$ cat config.mk
export PLATFORM = sky130hd
export DESIGN_NAME = mpu_stream_ctrl
export DESIGN_NICKNAME = d
export VERILOG_FILES = /design/src/rtl/mpu_stream_ctrl.sv
export SDC_FILE = /design/constraint.sdc
export NUM_CORES = 1
export LEC_CHECK = 0
export CORE_ASPECT_RATIO = 1.2
export CORE_MARGIN = 4
export CORE_UTILIZATION = 26
export DETAILED_ROUTE_END_ITERATION = 12
export DONT_BUFFER_PORTS = 1
export GPL_ROUTABILITY_DRIVEN = 0
export PLACE_DENSITY_LB_ADDON = 0.12
export SKIP_LAST_GASP = 1
export SLEW_MARGIN = 30
export SYNTH_ARGS = -nofsm -noshare
export SYNTH_HDL_FRONTEND = slang
export SYNTH_SLANG_ARGS = --single-unit
$ cat constraint.sdc
create_clock -name clk -period 6.5 [get_ports clk]
set_input_delay 1.3 -clock clk [delete_from_list [all_inputs] [get_ports clk]]
set_output_delay 1.3 -clock clk [all_outputs]
set_load 0.01 [all_outputs]
$ cat src/rtl/mpu_stream_ctrl.sv
// Memory-side load/store controller: streams a row-major matrix between the memory
// port and the matrix register file, LANES elements per beat, with size checks.
module mpu_stream_ctrl #(
  parameter int FP              = 32,
  parameter int M               = 8,
  parameter int N               = 8,
  parameter int MATRIX_REG_SIZE = 2,
  parameter int LANES           = 2,
  parameter int MBITS           = $clog2(M),
  parameter int NBITS           = $clog2(N),
  parameter int IDXW            = $clog2(M*N)+1
) (
  input  logic                       clk,
  input  logic                       rst_n,
  input  logic                       load_en,
  input  logic                       store_en,
  input  logic [MBITS:0]             mem_m_load_size,
  input  logic [NBITS:0]             mem_n_load_size,
  input  logic [MATRIX_REG_SIZE-1:0] mem_load_addr,
  input  logic [MATRIX_REG_SIZE-1:0] mem_store_addr,
  input  logic                       mem_load_valid,
  input  logic [LANES*FP-1:0]        mem_load_element,
  output logic                       mem_load_ack,
  output logic                       mem_load_error,
  output logic                       mem_store_error,
  output logic                       mem_store_en,
  output logic                       mem_store_valid,
  input  logic                       mem_store_ready,
  output logic [LANES*FP-1:0]        mem_store_element,
  output logic [LANES-1:0]           mem_store_keep,
  output logic [MBITS:0]             mem_m_store_size,
  output logic [NBITS:0]             mem_n_store_size,
  output logic                       reg_load_en,
  output logic [LANES-1:0]           reg_load_lane_en,
  output logic [MATRIX_REG_SIZE-1:0] reg_load_addr,
  output logic [IDXW-1:0]            reg_load_idx,
  output logic [LANES*FP-1:0]        reg_load_element,
  output logic [MBITS:0]             reg_m_load_size,
  output logic [NBITS:0]             reg_n_load_size,
  output logic                       reg_store_en,
  output logic [MATRIX_REG_SIZE-1:0] reg_store_addr,
  output logic [IDXW-1:0]            reg_store_idx,
  input  logic [LANES*FP-1:0]        reg_store_element,
  input  logic [MBITS:0]             reg_m_store_size,
  input  logic [NBITS:0]             reg_n_store_size
);

  localparam int SW = IDXW + 1;
  localparam logic [MBITS:0] M_MAX = (MBITS+1)'(M);
  localparam logic [NBITS:0] N_MAX = (NBITS+1)'(N);

  typedef enum logic [2:0] {S_IDLE, S_LOAD, S_SIZE, S_STORE, S_ERR} state_t;

  state_t                     state_q;
  logic                       load_en_q, store_en_q;
  logic [IDXW-1:0]            idx_q, total_q;
  logic [MBITS:0]             ld_m_q, st_m_q;
  logic [NBITS:0]             ld_n_q, st_n_q;
  logic [MATRIX_REG_SIZE-1:0] ld_addr_q, st_addr_q;
  logic                       ld_ack_q, ld_err_q, st_err_q, st_en_q;
  logic                       wr_en_q;
  logic [LANES-1:0]           wr_lane_q;
  logic [IDXW-1:0]            wr_idx_q;
  logic [LANES*FP-1:0]        wr_data_q;
  // Store datapath: read in flight, output register, one skid entry
  logic                       pend_q, pend_last_q;
  logic [LANES-1:0]           pend_keep_q;
  logic                       out_valid_q, out_last_q, skid_valid_q, skid_last_q;
  logic [LANES-1:0]           out_keep_q, skid_keep_q;
  logic [LANES*FP-1:0]        out_data_q, skid_data_q;

  logic            load_edge, store_edge, ld_bad, st_bad, last_beat;
  logic            st_fire, st_issue;
  logic [1:0]      st_cnt;
  logic [LANES-1:0] lane_mask;
  logic [SW-1:0]   idx_ext, tot_ext;

  assign load_edge  = load_en & ~load_en_q;
  assign store_edge = store_en & ~store_en_q;
  assign ld_bad = (mem_m_load_size == '0) || (mem_n_load_size == '0) ||
                  (mem_m_load_size > M_MAX) || (mem_n_load_size > N_MAX);
  assign st_bad = (reg_m_store_size == '0) || (reg_n_store_size == '0) ||
                  (reg_m_store_size > M_MAX) || (reg_n_store_size > N_MAX);

  assign idx_ext   = {1'b0, idx_q};
  assign tot_ext   = {1'b0, total_q};
  assign last_beat = (idx_ext + SW'(LANES)) >= tot_ext;

  for (genvar gi = 0; gi < LANES; gi++) begin : g_lane
    assign lane_mask[gi] = (idx_ext + SW'(gi)) < tot_ext;
  end

  // Occupancy after this cycle's handshake; a new read may land only if a slot stays free
  assign st_fire  = out_valid_q & mem_store_ready;
  assign st_cnt   = {1'b0, pend_q} + {1'b0, out_valid_q} + {1'b0, skid_valid_q} - {1'b0, st_fire};
  assign st_issue = (state_q == S_STORE) && (idx_q < total_q) && (st_cnt < 2'd2);

  always_ff @(posedge clk or negedge rst_n) begin
    if (!rst_n) begin
      state_q <= S_IDLE;
      load_en_q <= 1'b0;     store_en_q <= 1'b0;
      idx_q <= '0;           total_q <= '0;
      ld_m_q <= '0;          ld_n_q <= '0;       st_m_q <= '0;     st_n_q <= '0;
      ld_addr_q <= '0;       st_addr_q <= '0;
      ld_ack_q <= 1'b0;      ld_err_q <= 1'b0;   st_err_q <= 1'b0; st_en_q <= 1'b0;
      wr_en_q <= 1'b0;       wr_lane_q <= '0;    wr_idx_q <= '0;   wr_data_q <= '0;
      pend_q <= 1'b0;        pend_last_q <= 1'b0; pend_keep_q <= '0;
      out_valid_q <= 1'b0;   out_last_q <= 1'b0; out_keep_q <= '0; out_data_q <= '0;
      skid_valid_q <= 1'b0;  skid_last_q <= 1'b0; skid_keep_q <= '0; skid_data_q <= '0;
    end else begin
      load_en_q   <= load_en;
      store_en_q  <= store_en;
      wr_en_q     <= 1'b0;
      wr_lane_q   <= '0;
      ld_err_q    <= 1'b0;
      st_err_q    <= 1'b0;
      pend_q      <= st_issue;
      pend_keep_q <= lane_mask;
      pend_last_q <= last_beat;
      case (state_q)
        S_IDLE: begin
          if (load_edge) begin
            ld_m_q    <= mem_m_load_size;
            ld_n_q    <= mem_n_load_size;
            ld_addr_q <= mem_load_addr;
            idx_q     <= '0;
            total_q   <= IDXW'(mem_m_load_size) * IDXW'(mem_n_load_size);
            if (ld_bad) begin
              state_q  <= S_ERR;
              ld_err_q <= 1'b1;
            end else begin
              state_q  <= S_LOAD;
              ld_ack_q <= 1'b1;
            end
          end else if (store_edge) begin
            st_addr_q <= mem_store_addr;
            state_q   <= S_SIZE;
          end
        end
        S_LOAD: begin
          if (mem_load_valid) begin
            wr_en_q   <= 1'b1;
            wr_lane_q <= lane_mask;
            wr_idx_q  <= idx_q;
            wr_data_q <= mem_load_element;
            idx_q     <= idx_q + IDXW'(LANES);
            if (last_beat) begin
              state_q  <= S_IDLE;
              ld_ack_q <= 1'b0;
            end
          end
        end
        S_SIZE: begin
          idx_q <= '0;
          if (st_bad) begin
            state_q  <= S_ERR;
            st_err_q <= 1'b1;
          end else begin
            state_q <= S_STORE;
            st_en_q <= 1'b1;
            st_m_q  <= reg_m_store_size;
            st_n_q  <= reg_n_store_size;
            total_q <= IDXW'(reg_m_store_size) * IDXW'(reg_n_store_size);
          end
        end
        S_STORE: begin
          if (st_issue) idx_q <= idx_q + IDXW'(LANES);
          if (st_fire) begin
            if (skid_valid_q) begin
              out_data_q   <= skid_data_q;
              out_keep_q   <= skid_keep_q;
              out_last_q   <= skid_last_q;
              skid_valid_q <= pend_q;
              skid_data_q  <= reg_store_element;
              skid_keep_q  <= pend_keep_q;
              skid_last_q  <= pend_last_q;
            end else begin
              out_valid_q <= pend_q;
              out_data_q  <= reg_store_element;
              out_keep_q  <= pend_keep_q;
              out_last_q  <= pend_last_q;
            end
          end else if (pend_q) begin
            if (!out_valid_q) begin
              out_valid_q <= 1'b1;
              out_data_q  <= reg_store_element;
              out_keep_q  <= pend_keep_q;
              out_last_q  <= pend_last_q;
            end else begin
              skid_valid_q <= 1'b1;
              skid_data_q  <= reg_store_element;
              skid_keep_q  <= pend_keep_q;
              skid_last_q  <= pend_last_q;
            end
          end
          if (st_fire && out_last_q) begin
            state_q <= S_IDLE;
            st_en_q <= 1'b0;
          end
        end
        S_ERR:   state_q <= S_IDLE;
        default: state_q <= S_IDLE;
      endcase
    end
  end

  assign mem_load_ack      = ld_ack_q;
  assign mem_load_error    = ld_err_q;
  assign mem_store_error   = st_err_q;
  assign mem_store_en      = st_en_q;
  assign mem_store_valid   = out_valid_q;
  assign mem_store_element = out_data_q;
  assign mem_store_keep    = out_keep_q;
  assign mem_m_store_size  = st_m_q;
  assign mem_n_store_size  = st_n_q;
  assign reg_load_en       = wr_en_q;
  assign reg_load_lane_en  = wr_lane_q;
  assign reg_load_addr     = ld_addr_q;
  assign reg_load_idx      = wr_idx_q;
  assign reg_load_element  = wr_data_q;
  assign reg_m_load_size   = ld_m_q;
  assign reg_n_load_size   = ld_n_q;
  assign reg_store_en      = st_issue;
  assign reg_store_addr    = st_addr_q;
  assign reg_store_idx     = idx_q;

endmodule

==> results.json <==
{
  "insertion_delay_ps": 560,
  "hold_buffers": 0,
  "clk_pin_slew_ps": 60,
  "synth_compound_area_share_pct": 6.45,
  "slew_viol_final": 0,
  "syn_to_final_growth_pct": 13.4,
  "yosysUniqueCellTypes": 51,
  "outcome": "finished clean",
  "ys.flop_type": "dfrtp_1",
  "power_leakage_uw": 0.00649,
  "final_cell_mix": "290 x nand2_1, 255 x dfrtp_1, 89 x o21ai_0, 87 x mux2_2, 76 x mux2i_1",
  "start_kind": "primary input",
  "synth_top_cell_area_share_pct": 55.2,
  "max_clock_freq_mhz": 247,
  "ant_nets": 0,
  "overflow": 0,
  "cp.arrival_ps": 2750,
  "final.period_utilization_pct": 62.3,
  "synthArstFlopShare_pct": 100,
  "cts_made_buffers": 30,
  "coreArea_sq_um": 43900,
  "synthTopCellsByArea": "dfrtp_1 55%, nand2_1 9.5%, mux2_2 8.5%",
  "nNetsFinal": 1256,
  "muxShareOfSynthArea_pct": 15.3,
  "htree_levels": 1,
  "drive_gt1_share_pct": 14.2,
  "drc_errors": 0,
  "critPathCaptureType": "primary output",
  "syn_inst": 1067,
  "grt_max_degree": 256,
  "synth_top_area_cell": "dfrtp_1",
  "setup_slack_ps": 2450,
  "multi_input_area_sq_um": 4850,
  "report.power.total_uw": 6180,
  "cp_data_required_time_ps": 5200,
  "grt_pass1_wl_microns": 47900,
  "hold_viol_final": 0,
  "drt_iter0_markers": 289,
  "min_path_type": "primary input to async pin",
  "fin_hold_ws_ps": 432,
  "final_common_cell": "nand2_1",
  "synth.cell_area_sq_um": 11600,
  "rsz0062_at_grt": "false",
  "start_util_pct": 26.3,
  "setup_violations": 0,
  "ioPinCount": 327,
  "ir_drop_mv": 0.210,
  "grt_pass1_vias": 7675,
  "dp_hpwl_microns": 20500,
  "cts_max_path_buffers": 3,
  "die_w_microns": 201,
  "wl_per_cell_microns": 18.7,
  "synth_edf_count": 0,
  "die_y_microns": 239,
  "rows": 84,
  "fin_setup_tns_ps": 0,
  "wirelength_microns": 30600,
  "synth_seq_cells": 255,
  "p_per_area_nw_per_um2": 471,
  "synth.yosys.seq_area_share_pct": 55.2,
  "stdcell_area_sq_um": 13100,
  "period_minus_slack_ps": 4050,
  "cts_setup_buffers": 0,
  "cts_tree": "built",
  "place_area_sq_um": 12100,
  "cts_resized": 0,
  "synthXorXnorAreaFrac_pct": 1.06,
  "syn_avg_cell_area_sq_um": 10.8,
  "regArea_sq_um": 6380,
  "portBuffers": 0,
  "via_per_inst": 4.52,
  "antenna_found_initial": 0,
  "skew_ps": 15.2,
  "dieArea_sq_um": 47900,
  "synth_simple_gate_area_share_pct": 12.9,
  "root_buffer": "clkbuf_16",
  "clock-sinks": 255,
  "synthAdderAreaFrac_pct": 5.82,
  "track_usage_pct": 12.4,
  "vias": 7402,
  "cp_max_fo": 7,
  "preCtsSetupSlack_ps": 2180,
  "dr.pass1.iters": 4,
  "critPathKind": "primary input to primary output",
  "fillers": 4569,
  "synth_warnings": 0,
  "tightest_slew_ps": 884,
  "maxCapViolations": 0,
  "relSlewSlack_pct": 41.0,
  "diodes": 0,
  "synth_top_family_by_area": "multiplexers"
}
==> flip-flops by register name, indices dropped and copies added, names as in the netlist, 3 cells and up <==
| signal | flops |
|---|---|
| mem_store_element | 64 |
| reg_load_element | 64 |
| skid_data_q | 64 |
| total_q | 7 |
| reg_load_idx | 6 |
| reg_store_idx | 6 |
| mem_m_store_size | 4 |
| mem_n_store_size | 4 |
| reg_m_load_size | 4 |
| reg_n_load_size | 4 |
| state_q | 3 |
==> path summary, 6_finish.rpt <==
path                                 startpoint                     to  slack, ps  cells past startpoint
worst max-delay path            mem_store_ready           reg_store_en       2450                      6
worst min-delay path                      rst_n  mem_store_element[11]        430                      0
worst max register to register       state_q[2]   reg_load_element[29]       3820                      8
worst min register to register   skid_data_q[1]         skid_data_q[1]        500                      1
max in group asynchronous                 rst_n   reg_load_element[21]       5620                      0
min in group clk                 skid_data_q[1]         skid_data_q[1]        500                      1
==> metal layers <==
| metal | GRT usage (%) | up-vias | part of all wire, % |
|---|---|---|---|
| met3 | 4.84 | 39 | 9.0 |
| met2 | 20.2 | 207 | 47 |
| li1 | - | 3544 | - |
| met1 | 15.3 | 3612 | 41 |
| met5 | 0 | - | 0 |
| met4 | 3.63 | 0 | 2.5 |
==> worst max-delay path, stage by stage <==
cell and delay, ps:
nand2_1 60, ha_1 300, ha_1 280, a21oi_1 170, xnor2_1 160, nor4_4 480
==> cells in the mapped netlist (4+ instances only) <==
cell,instances
nand2_1,292
dfrtp_1,255
o21ai_0,89
mux2_2,87
mux2i_1,76
ha_1,41
inv_1,35
clkbuf_1,31
a21oi_1,21
and2_1,18
nor2_1,13
xnor2_1,12
buf_2,9
fa_1,8
buf_1,6
buf_4,6
nand3_1,6
nand2b_1,5
nor2b_1,4
==> where the power goes <==
part | internal [uW] | switching, uW | leakage (uW) | total (uW)
combinational | 672 | 750 | 0.00284 | 1420
sequential | 2300 | 751 | 0.00317 | 3050
clock | 1020 | 689 | 0.000485 | 1710
==> cell families after synthesis <==
logic type | after synthesis
multiplexers | 165
flip-flops | 255
AO/OA/AOI/OAI | 135
buffers and inverters | 89
AND/OR/NAND/NOR | 359
other | 1
adder cells (fa/ha/maj) | 49
XOR/XNOR | 14
==> final cells by class <==
cell class / count / share of cell area (%)
Clock buffer: 47 / 6.83
Clock inverter: 9 / 0.763
Inverter: 36 / 1.03
Multi-Input combinational cell: 724 / 37.0
Sequential cell: 255 / 48.7
Tap cell: 559 / 5.33
Timing Repair Buffer: 6 / 0.372
==> per-stage QoR <==
| step | util [%] | cells |
|---|---|---|
| final | 29.9 | 1636 |
| after global routing | 29.9 | 1636 |
| after CTS | 29.8 | 1636 |
| after detailed placement | 27.6 | 1580 |
| after global placement | 27.6 | 1580 |
| after floorplan | - | 1068 |
(Power assumes the default switching activity.)
